### src/rtl/muldiv_unit_with_lock_pkg.sv
// Shared types, latencies and the wrap-around age compare for the lock/muldiv block and its peers.
package muldiv_unit_with_lock_pkg;

  typedef enum logic [1:0] {
    OP_MULT  = 2'd0,
    OP_MULTU = 2'd1,
    OP_DIV   = 2'd2,
    OP_DIVU  = 2'd3
  } muldiv_op_t;

  typedef enum logic [2:0] {
    ST_IDLE,
    ST_LOCKED,
    ST_MUL,
    ST_DIV,
    ST_DONE
  } muldiv_state_t;

  localparam int unsigned MUL_LATENCY = 3;
  localparam int unsigned DIV_LATENCY = 34;
  localparam int unsigned DIV_ITERS   = 32;

  // a is older than b when (a - b) is negative as a width-bit two's-complement value.
  function automatic logic id_older(input logic [31:0] a, input logic [31:0] b,
                                    input int unsigned width);
    logic [31:0] diff;
    diff = a - b;
    return diff[5'(width - 1)];
  endfunction

endpackage

### src/rtl/muldiv_unit_with_lock_if.sv
// Requester-side bundle: lock request/ID, operation start and operands in; grant, result pulse and busy out.
interface muldiv_unit_with_lock_if #(
  parameter int NUM_PORTS = 8,
  parameter int ID_WIDTH  = 16
);
  logic [NUM_PORTS-1:0]               lock_req;
  logic [NUM_PORTS-1:0][ID_WIDTH-1:0] lock_id;
  logic [NUM_PORTS-1:0]               op_valid;
  logic [NUM_PORTS-1:0][1:0]          op;
  logic [NUM_PORTS-1:0][31:0]         op_a;
  logic [NUM_PORTS-1:0][31:0]         op_b;
  logic [NUM_PORTS-1:0]               grant;
  logic [NUM_PORTS-1:0]               ans_valid;
  logic [NUM_PORTS-1:0][31:0]         ans_hi;
  logic [NUM_PORTS-1:0][31:0]         ans_lo;
  logic                               busy;

  modport master (
    output lock_req, lock_id, op_valid, op, op_a, op_b,
    input  grant, ans_valid, ans_hi, ans_lo, busy
  );

  modport slave (
    input  lock_req, lock_id, op_valid, op, op_a, op_b,
    output grant, ans_valid, ans_hi, ans_lo, busy
  );
endinterface

### src/rtl/muldiv_unit_with_lock_divider_core.sv
// Restoring 32-bit divider on magnitudes with sign fix-up; done pulses 33 cycles after start.
// No backpressure: start always (re)launches a division, abandoning any run in progress.
module muldiv_divider_core
  import muldiv_unit_with_lock_pkg::*;
(
  input  logic        clk,
  input  logic        rst_n,
  input  logic        start,
  input  logic        is_signed,
  input  logic [31:0] a,
  input  logic [31:0] b,
  output logic        done,
  output logic [31:0] quotient,
  output logic [31:0] remainder
);
  logic        run_q, neg_quo_q, neg_rem_q, dbz_q;
  logic [5:0]  cnt_q;
  logic [31:0] div_q, quo_q, rem_q, a_q;
  logic [31:0] a_mag, b_mag;
  logic [32:0] rem_sh, trial;

  assign a_mag  = (is_signed && a[31]) ? -a : a;
  assign b_mag  = (is_signed && b[31]) ? -b : b;
  assign rem_sh = {rem_q, quo_q[31]};
  assign trial  = rem_sh - {1'b0, div_q};

  always_ff @(posedge clk or negedge rst_n) begin
    if (!rst_n) begin
      run_q     <= 1'b0;
      neg_quo_q <= 1'b0;
      neg_rem_q <= 1'b0;
      dbz_q     <= 1'b0;
      cnt_q     <= '0;
      div_q     <= '0;
      quo_q     <= '0;
      rem_q     <= '0;
      a_q       <= '0;
      done      <= 1'b0;
      quotient  <= '0;
      remainder <= '0;
    end else begin
      done <= 1'b0;
      if (start) begin
        run_q     <= 1'b1;
        cnt_q     <= '0;
        quo_q     <= a_mag;
        rem_q     <= '0;
        div_q     <= b_mag;
        a_q       <= a;
        dbz_q     <= (b == 32'd0);
        neg_quo_q <= is_signed && (a[31] ^ b[31]);
        neg_rem_q <= is_signed && a[31];
      end else if (run_q) begin
        if (cnt_q != 6'(DIV_ITERS)) begin
          cnt_q <= cnt_q + 6'd1;
          if (!trial[32]) begin
            rem_q <= trial[31:0];
            quo_q <= {quo_q[30:0], 1'b1};
          end else begin
            rem_q <= rem_sh[31:0];
            quo_q <= {quo_q[30:0], 1'b0};
          end
        end else begin
          run_q <= 1'b0;
          done  <= 1'b1;
          // Divide by zero returns all-ones quotient and the untouched dividend.
          if (dbz_q) begin
            quotient  <= 32'hFFFF_FFFF;
            remainder <= a_q;
          end else begin
            quotient  <= neg_quo_q ? -quo_q : quo_q;
            remainder <= neg_rem_q ? -rem_q : rem_q;
          end
        end
      end
    end
  end

endmodule

### src/rtl/muldiv_unit_with_lock.sv
// Lock-arbitrated MULT/MULTU/DIV/DIVU unit: oldest requester wins, result 3 (mul) or 34 (div) cycles after accept.
// No backpressure on results; op_valid is only accepted from the owner while LOCKED, release aborts any operation.
module muldiv_unit_with_lock
  import muldiv_unit_with_lock_pkg::*;
#(
  parameter int NUM_PORTS = 8,
  parameter int ID_WIDTH  = 16
) (
  input  logic                    clk,
  input  logic                    rst_n,
  muldiv_unit_with_lock_if.slave  bus
);
  localparam int IDX_W = (NUM_PORTS > 1) ? $clog2(NUM_PORTS) : 1;

  muldiv_state_t    state_q, state_d;
  logic [IDX_W-1:0] owner_q, owner_d, winner;
  logic             any_req, owner_req, owner_op_valid, accept, owner_is_div;
  muldiv_op_t       owner_op, op_q;
  logic [31:0]      a_q, b_q, ans_hi_q, ans_lo_q;
  logic [1:0]       cnt_q;
  logic [63:0]      a_ext, b_ext, product;
  logic             div_done;
  logic [31:0]      div_quo, div_rem;

  // Scan keeps the earlier port on equal IDs since only a strictly older ID displaces it.
  always_comb begin : arbitrate
    winner  = '0;
    any_req = 1'b0;
    for (int i = 0; i < NUM_PORTS; i++) begin
      if (bus.lock_req[i] &&
          (!any_req || id_older(32'(bus.lock_id[i]), 32'(bus.lock_id[winner]), ID_WIDTH))) begin
        winner = IDX_W'(i);
      end
      any_req = any_req | bus.lock_req[i];
    end
  end

  assign owner_req      = bus.lock_req[owner_q];
  assign owner_op_valid = bus.op_valid[owner_q];
  assign owner_op       = muldiv_op_t'(bus.op[owner_q]);
  assign owner_is_div   = (owner_op == OP_DIV) || (owner_op == OP_DIVU);
  assign accept         = (state_q == ST_LOCKED) && owner_req && owner_op_valid;

  always_ff @(posedge clk or negedge rst_n) begin : state_reg
    if (!rst_n) begin
      state_q <= ST_IDLE;
      owner_q <= '0;
    end else begin
      state_q <= state_d;
      owner_q <= owner_d;
    end
  end

  always_comb begin : next_state
    state_d = state_q;
    owner_d = owner_q;
    case (state_q)
      ST_IDLE: begin
        if (any_req) begin
          state_d = ST_LOCKED;
          owner_d = winner;
        end
      end
      ST_LOCKED: begin
        if (!owner_req)          state_d = ST_IDLE;
        else if (owner_op_valid) state_d = owner_is_div ? ST_DIV : ST_MUL;
      end
      ST_MUL: begin
        if (!owner_req)                           state_d = ST_IDLE;
        else if (cnt_q == 2'(MUL_LATENCY - 1))    state_d = ST_DONE;
      end
      ST_DIV: begin
        if (!owner_req)    state_d = ST_IDLE;
        else if (div_done) state_d = ST_DONE;
      end
      ST_DONE: state_d = owner_req ? ST_LOCKED : ST_IDLE;
      default: state_d = ST_IDLE;
    endcase
  end

  // Operands are extended by signedness so one 64-bit multiply serves MULT and MULTU.
  assign a_ext   = (op_q == OP_MULT) ? {{32{a_q[31]}}, a_q} : {32'd0, a_q};
  assign b_ext   = (op_q == OP_MULT) ? {{32{b_q[31]}}, b_q} : {32'd0, b_q};
  assign product = a_ext * b_ext;

  always_ff @(posedge clk or negedge rst_n) begin : datapath
    if (!rst_n) begin
      op_q     <= OP_MULT;
      a_q      <= '0;
      b_q      <= '0;
      cnt_q    <= '0;
      ans_hi_q <= '0;
      ans_lo_q <= '0;
    end else begin
      if (accept) begin
        op_q  <= owner_op;
        a_q   <= bus.op_a[owner_q];
        b_q   <= bus.op_b[owner_q];
        cnt_q <= '0;
      end else if (state_q == ST_MUL) begin
        cnt_q <= cnt_q + 2'd1;
      end
      if (state_q == ST_MUL && state_d == ST_DONE) begin
        ans_hi_q <= product[63:32];
        ans_lo_q <= product[31:0];
      end
      if (state_q == ST_DIV && state_d == ST_DONE) begin
        ans_hi_q <= div_rem;
        ans_lo_q <= div_quo;
      end
    end
  end

  muldiv_divider_core u_div (
    .clk       (clk),
    .rst_n     (rst_n),
    .start     (accept && owner_is_div),
    .is_signed (owner_op == OP_DIV),
    .a         (bus.op_a[owner_q]),
    .b         (bus.op_b[owner_q]),
    .done      (div_done),
    .quotient  (div_quo),
    .remainder (div_rem)
  );

  always_comb begin : outputs
    bus.grant     = '0;
    bus.ans_valid = '0;
    bus.busy      = (state_q == ST_MUL) || (state_q == ST_DIV) || (state_q == ST_DONE);
    if (state_q != ST_IDLE) bus.grant[owner_q] = 1'b1;
    if (state_q == ST_DONE) bus.ans_valid[owner_q] = 1'b1;
    for (int i = 0; i < NUM_PORTS; i++) begin
      bus.ans_hi[i] = ans_hi_q;
      bus.ans_lo[i] = ans_lo_q;
    end
  end

endmodule
### src/flat_wrapper.sv
// flat-port wrapper written by rule: the top's interface ports become plain ports
module muldiv_unit_with_lock_flat import muldiv_unit_with_lock_pkg::*;
#(
  parameter int NUM_PORTS = 8,
  parameter int ID_WIDTH  = 16
)
  (clk, rst_n, bus_lock_req, bus_lock_id, bus_op_valid, bus_op, bus_op_a, bus_op_b, bus_grant, bus_ans_valid, bus_ans_hi, bus_ans_lo, bus_busy);
  muldiv_unit_with_lock_if #(.NUM_PORTS(NUM_PORTS), .ID_WIDTH(ID_WIDTH)) bus_i ();
  input  logic clk;
  input  logic rst_n;
  input wire logic [$bits(bus_i.lock_req)-1:0] bus_lock_req;
  input wire logic [$bits(bus_i.lock_id)-1:0] bus_lock_id;
  input wire logic [$bits(bus_i.op_valid)-1:0] bus_op_valid;
  input wire logic [$bits(bus_i.op)-1:0] bus_op;
  input wire logic [$bits(bus_i.op_a)-1:0] bus_op_a;
  input wire logic [$bits(bus_i.op_b)-1:0] bus_op_b;
  output wire logic [$bits(bus_i.grant)-1:0] bus_grant;
  output wire logic [$bits(bus_i.ans_valid)-1:0] bus_ans_valid;
  output wire logic [$bits(bus_i.ans_hi)-1:0] bus_ans_hi;
  output wire logic [$bits(bus_i.ans_lo)-1:0] bus_ans_lo;
  output wire logic [$bits(bus_i.busy)-1:0] bus_busy;
  assign bus_i.lock_req = bus_lock_req;
  assign bus_i.lock_id = bus_lock_id;
  assign bus_i.op_valid = bus_op_valid;
  assign bus_i.op = bus_op;
  assign bus_i.op_a = bus_op_a;
  assign bus_i.op_b = bus_op_b;
  assign bus_grant = bus_i.grant;
  assign bus_ans_valid = bus_i.ans_valid;
  assign bus_ans_hi = bus_i.ans_hi;
  assign bus_ans_lo = bus_i.ans_lo;
  assign bus_busy = bus_i.busy;
  muldiv_unit_with_lock #(.NUM_PORTS(NUM_PORTS), .ID_WIDTH(ID_WIDTH)) u_core (.clk(clk), .rst_n(rst_n), .bus(bus_i));
endmodule
### config.mk
export PLATFORM = sky130hd
export DESIGN_NAME = muldiv_unit_with_lock_flat
export DESIGN_NICKNAME = d
export VERILOG_FILES = /design/src/rtl/muldiv_unit_with_lock_pkg.sv /design/src/rtl/muldiv_unit_with_lock_if.sv /design/src/rtl/muldiv_unit_with_lock_divider_core.sv /design/src/rtl/muldiv_unit_with_lock.sv /design/src/flat_wrapper.sv
export SDC_FILE = /design/constraint.sdc
export NUM_CORES = 2
export LEC_CHECK = 0
export ABC_AREA = 1
export CAP_MARGIN = 20
export CORE_MARGIN = 5
export CORE_UTILIZATION = 35
export CTS_CLUSTER_SIZE = 30
export DETAILED_ROUTE_END_ITERATION = 10
export PLACE_DENSITY_LB_ADDON = 0.08
export SLEW_MARGIN = 20
export SYNTH_ARGS = -nofsm -noshare
export SYNTH_HDL_FRONTEND = slang
export SYNTH_SLANG_ARGS = --single-unit
export TNS_END_PERCENT = 30
### constraint.sdc
create_clock -name clk -period 12.4 [get_ports clk]
set_input_delay 3.72 -clock clk [delete_from_list [all_inputs] [get_ports clk]]
set_output_delay 3.72 -clock clk [all_outputs]
set_load 0.1 [all_outputs]
== After elaboration in Yosys (flattened, before gate mapping) ==
Index checks and enable logic that the tools add are counted.

* Output and inout port bits: 529
* Input bits: 674
* Flip-flop bits (word level): 341
* Word-level logic and storage cells: 180

* Multipliers: 1
* $lt $le $gt $ge: 8
* Add/sub/neg operators: 14
* Reductions and logical operators: 44
* Equality and inequality tests: 9
* Bitwise gates (word level): 10
* Mux-type cells: 74

{| class="wikitable"
|+ Operators by type and width
! kind !! number
|-
| two-way mux 32 bit || 19
|-
| binary-select mux 16 bit (select 3 bit) || 6
|-
| binary-select mux 32 bit (select 3 bit) || 2
|-
| two-way mux 64 bit || 2
|-
| negator 32 bit || 4
|-
| subtractor 16 bit || 7
|-
| two-way mux 16 bit || 6
|-
| multiplier 64 x 64 -> 64 bit || 1
|-
| two-way mux 3 bit || 13
|-
| subtractor 33 x 32 -> 33 bit || 1
|-
| logical NOT 32 bit || 1
|-
| less-than comparator 3 x 4 -> 1 bit (second input constant) || 7
|-
| two-way mux 6 bit || 3
|-
| logical AND 1 bit || 16
|-
| two-way mux 8 bit || 2
|-
| one-hot mux 3 bit (5 select lines) || 1
|-
| two-way mux 1 bit || 13
|-
| logical OR 1 bit || 10
|-
| nonzero test 2 bit || 4
|-
| logical NOT 1 bit || 7
|-
| bitwise OR 1 bit || 7
|-
| adder 6 x 1 -> 6 bit (second input constant) || 1
|-
| binary-select mux 1 bit (select 3 bit) || 2
|-
| binary-select mux 2 bit (select 3 bit) || 1
|-
| other kinds (16) || 24
|}

== Longest topological paths before layout ==
* Depth after elaboration: 40
* Depth in mapped cells: 122
* Depth with buffers taken out: 112

== By module ==
Synthesis repeated with hierarchy kept, for this count alone.

* Cell total of the unflattened synthesis: 10161
* Area, all modules: 78932.0 µm²

{| class="wikitable"
|+ Modules (own cells, without submodules)
! module !! instances !! area an instance (µm²) !! cells an instance
|-
| muldiv_unit_with_lock || 1 || 64424.3 || 7963
|-
| muldiv_divider_core || 1 || 14507.7 || 2198
|}

== Worst setup path after synthesis ==
No wires, ideal clock.

* Kind: input-to-reg
* Start: in bus_lock_id[13]
* End: reg u_core.owner_q[2]
* Data required time: 12.280 ns
* Data arrival time: 16.372 ns
* Buffers on the path: 11
* Path slack: -4.092 ns
* Stages on the path: 106
* Path through: inv_1 > ha_1 > nand2_1 > nor2_2 > nand2_1 > nor2_1 > nand2_1 > nand2_1 > nand2_1 > nand3_2 > nand2_4 > inv_1 > buf_1 > nor2_1 > a21oi_1 > ha_1 > a21oi_1 > o21a_1 > [... 70 more ...] > buf_6 > nand2_8 > inv_2 > clkbuf_1 > nand2_1 > a221oi_1 > a31oi_1 > ha_1 > a21oi_1 > nor2_1 > a211oi_1 > nand2_1 > nand2_1 > nand2_1 > nand2_1 > nand3_1 > nand2_2 > a21oi_2

* Word-level cells in the longest chain between the ends: 40

{| class="wikitable"
|+ Ends and longest elaborated chain
! item !! line !! RTL
|-
| from (decl) || flat_wrapper.sv:12 || <nowiki>input wire logic [$bits(bus_i.lock_id)-1:0] bus_lock_id;</nowiki>
|-
| subtractor 16 bit || muldiv_unit_with_lock_pkg.sv:27 || <nowiki>diff = a - b;</nowiki>
|-
| logical OR 1 bit || muldiv_unit_with_lock.sv:31 || <nowiki>(!any_req || id_older(32'(bus.lock_id[i]), 32'(bus.lock_id[winner]), ID_WIDTH))) begin</nowiki>
|-
| logical AND 1 bit || muldiv_unit_with_lock.sv:30 || <nowiki>if (bus.lock_req[i] &&</nowiki>
|-
| two-way mux 1 bit || muldiv_unit_with_lock.sv:30 ||
|-
| binary-select mux 16 bit (select 3 bit) || muldiv_unit_with_lock.sv:31 ||
|-
| two-way mux 16 bit (not written as such) || muldiv_unit_with_lock.sv:31 ||
|-
| subtractor 16 bit || muldiv_unit_with_lock_pkg.sv:27 ||
|-
| logical OR 1 bit || muldiv_unit_with_lock.sv:31 ||
|-
| [... 24 more ...] || n/a ||
|-
| logical AND 1 bit || muldiv_unit_with_lock.sv:30 ||
|-
| two-way mux 3 bit || muldiv_unit_with_lock.sv:30 ||
|-
| binary-select mux 16 bit (select 3 bit) || muldiv_unit_with_lock.sv:31 ||
|-
| two-way mux 16 bit (not written as such) || muldiv_unit_with_lock.sv:31 ||
|-
| subtractor 16 bit || muldiv_unit_with_lock_pkg.sv:27 ||
|-
| logical OR 1 bit || muldiv_unit_with_lock.sv:31 ||
|-
| logical AND 1 bit || muldiv_unit_with_lock.sv:30 ||
|-
| two-way mux 3 bit * || muldiv_unit_with_lock.sv:30 ||
|-
| to (signal assigned) || muldiv_unit_with_lock.sv:50 || <nowiki>owner_q <= owner_d;</nowiki>
|-
| to (decl) || muldiv_unit_with_lock.sv:16 || <nowiki>logic [IDX_W-1:0] owner_q, owner_d, winner;</nowiki>
|}

Every way passes the cells marked *; elsewhere a longest branch is shown, timed or not. The select of a mux whose other input is x is not followed.
A chain may end at the register's enable or synchronous reset.

== Worst setup path after layout ==
* Start: in bus_lock_id[29]
* End: reg u_core.owner_q[2]

Same word-level chain as after synthesis.

==> results.tsv <==
metric	value	unit
status	finished, violations left	
violated_checks	setup timing	
placement.io_buffers	1202	
core_ar	217000	um^2
design_area	94600	um^2
synth_area_per_cell	8.06	um^2
clkLatencyLatePin	0.65	ns
crit_fanout	8	
routability_driven_placement_congestion_ratio	1.03	
detailed_route_wire_length	420	mm
worst_slew_margin_rel	0.222	
final_layout_size_suffix_gt1_frac	0.0918	
post-synth-top-area-cell	fa_1	
max_stage_delay	0.33	ns
post-route-worst-setup-slack	-3.72	ns
yosys.cell_types.count	60	
fmaxAchievable	62.0	MHz
data_arrival_critical_path	16.66	ns
worst-slew-pin-transition	1.17	ns
critical_path.slowest_cell	o311a_1	
ys_dominant_reg_cell	dfrtp_1	
post_synthesis_sequential_area_ratio	0.112	
fin_nets	13000	
r2r_cells	61	
syn2layout_area_growth	23.8	%
setup.worst_path.end_class	flip-flop	
setup.worst_path.end	u_core.owner_q[2]	
drtAntennaViolNets	0	
floorplan.die.height	477	um
tritoncts	yes	
via_per_inst	5.15	
finalHoldWorstSlack	0.471	ns
clockRootBuffer	clkbuf_16	
fillCellCount	22200	
reg2reg_setup_slack	0.69	ns
post_synth_inst_count	9474	
cp_required	12.94	ns
initial_core_util	0.352	
ff_latch_area	8560	um^2
hold_path.class	flip-flop to flip-flop	
detail_route.iter0.violations	5702	
timing.final.hold_violations	0	
yosys-top-cells-area	fa_1, inv_1, dfrtp_1	
timing.hold.worst_path_depth	2	
yosys.area.top_type_share	0.378	
r2r-end	u_core.ans_hi_q[26]	
worstReg2RegStart	u_core.b_q[5]	
grt_usage	0.361	
setup_viol	3	
clkSlewWorstSetupHoldPaths	0.07	ns
slew_violations	0	
grt_pass1_wl	575	mm
post_place_setup_slack	-5.45	ns
synth.top_cells.by_count	inv_1, nand2_1, fa_1	
detailed_place_hpwl	366	mm
io_pins	1203	
die_w	477	um
post_drt_wl_per_cell	31.3	um
num_cts_buffers	45	
startpoint	bus_lock_id[29]	
dieArea	228000	um^2
setup_repair_after_global_routing_missed_its_margin	yes	
syn-num-nets	12000	
synthMostInstantiatedCell	inv_1	
finalClockSkew	0.0297	ns
timing.final.crit_share	1.30	
multiInputGateArea	54900	um^2
num_rows	171	
drv_cap	0	
path_class	primary input to flip-flop	
synth_enable_flop_cells	0	
ctsLongestPathBuffers	3	
startpoint_type	primary input	
synth_seq_cells	341	
ctsHtreeMaxLevel	2	
drc	0	
grt_pass1_vias	71100	
postPlaceCellArea	91200	um^2
synth.yosys.warnings	0	
netlist_area	76400	um^2
final_period_minus_worst_setup_slack	16.12	ns
grt_start_max_net_pins	152	
gr-total-overflow	0	
synth_async_sr_flop_share	1.00	
initial_antenna_violation_count	112	
num_vias	69000	
cts_sinks	341	
drtPass1Iterations	6	
[per-layer routing]
metal	GRT usage	wire length [um]
met1	0.450	165000
met5	0	303
met4	0.214	29900
met2	0.576	193000
met3	0.0811	31600
[stage by stage]
stage	setup TNS, ns	cells	util
detailed placement	-16.35	13200	0.420
finish	-11.15	13400	0.436
global placement	-16.54	13200	0.420
CTS	-11.97	13300	0.431
floorplan	-8.54	9474	-
global route	-13.03	13400	0.435
[registers in the layout, indices dropped and copies added, names as in the netlist, 6 cells and up]
name,count
u_core.ans_hi_q,32
u_core.u_div.rem_q,32
u_core.ans_lo_q,32
u_core.a_q,32
u_core.u_div.div_q,32
u_core.u_div.a_q,32
u_core.u_div.cnt_q,6
u_core.u_div.remainder,32
u_core.u_div.quotient,32
u_core.u_div.quo_q,32
u_core.b_q,32
[worst min path at each step]
| stage | start | endpoint | slack [ns] |
|---|---|---|---|
| floorplan | u_core.u_div.a_q[18] | u_core.u_div.a_q[18] | 0.44 |
| global placement | u_core.u_div.a_q[1] | u_core.u_div.a_q[1] | 0.45 |
| detailed placement | u_core.u_div.a_q[18] | u_core.u_div.a_q[18] | 0.46 |
| CTS | u_core.u_div.a_q[1] | u_core.u_div.a_q[1] | 0.47 |
| global route | u_core.op_q[1] | u_core.op_q[1] | 0.50 |
| finish | u_core.u_div.a_q[18] | u_core.u_div.a_q[18] | 0.47 |
[cells in the final DEF (no fill, tap or decap), drive strengths merged, types with 18 or more instances in the layout]
cell / synthesis / final
nand3: 131 / 131
a22oi: 69 / 69
nand4: 79 / 79
ha: 431 / 431
o21ai: 403 / 403
nor3: 58 / 58
o221ai: 46 / 46
o21bai: 18 / 18
a21oi: 312 / 312
o211ai: 58 / 58
clkbuf: 418 / 73
a31oi: 50 / 50
xnor2: 54 / 54
fa: 1442 / 1442
o22ai: 30 / 30
nor2: 336 / 336
nand2: 2000 / 2001
a221oi: 71 / 71
diode: 0 / 105
clkdlybuf4s50: 0 / 1158
inv: 2317 / 2316
xor2: 110 / 110
buf: 493 / 615
a22o: 81 / 81
dfrtp: 341 / 341
[final cells by class]
class / instances / share of cell area
Timing Repair Buffer: 1802 / 0.179
Timing Repair inverter: 2 / 0.000198
Antenna cell: 105 / 0.00278
Clock buffer: 59 / 0.0131
Clock inverter: 21 / 0.00327
Sequential cell: 341 / 0.0904
Inverter: 2320 / 0.0926
Tap cell: 2854 / 0.0378
Multi-Input combinational cell: 5903 / 0.581
[critical path, delay by kind of cell]
family | cells | cell delay (ns)
AO/OA/AOI/OAI | 25 | 4.38
adder cells (fa/ha/maj) | 7 | 2.05
buffers and inverters | 18 | 2.34
AND/OR/NAND/NOR | 46 | 4.10
[kinds of logic (layout without fill, tap and decap cells)]
group / after synthesis / count (layout) / share of synthesized area
buffers and inverters: 3231 / 4204 / 0.181
and+or+nand+nor: 2636 / 2637 / 0.139
adders and majority gates: 1873 / 1873 / 0.449
AOI/OAI and AO/OA: 1228 / 1228 / 0.101
DFF: 341 / 341 / 0.112
xor gates and xnor gates: 164 / 164 / 0.0188
muxes: 1 / 1 / 0.000131
other: 0 / 105 / 0
[repair_timing]
action / CTS / global route
endpoints found under the setup margin: 3 / 10
hold buffers: 0 / 0
resized for setup: 123 / 190
gates cloned: 6 / 4
pin swaps: 52 / 114
buffers inserted: 36 / 24
Power is left out: the tool's default activity adds up to more than one toggle a clock period on the data nets, which glitch-free logic cannot reach.
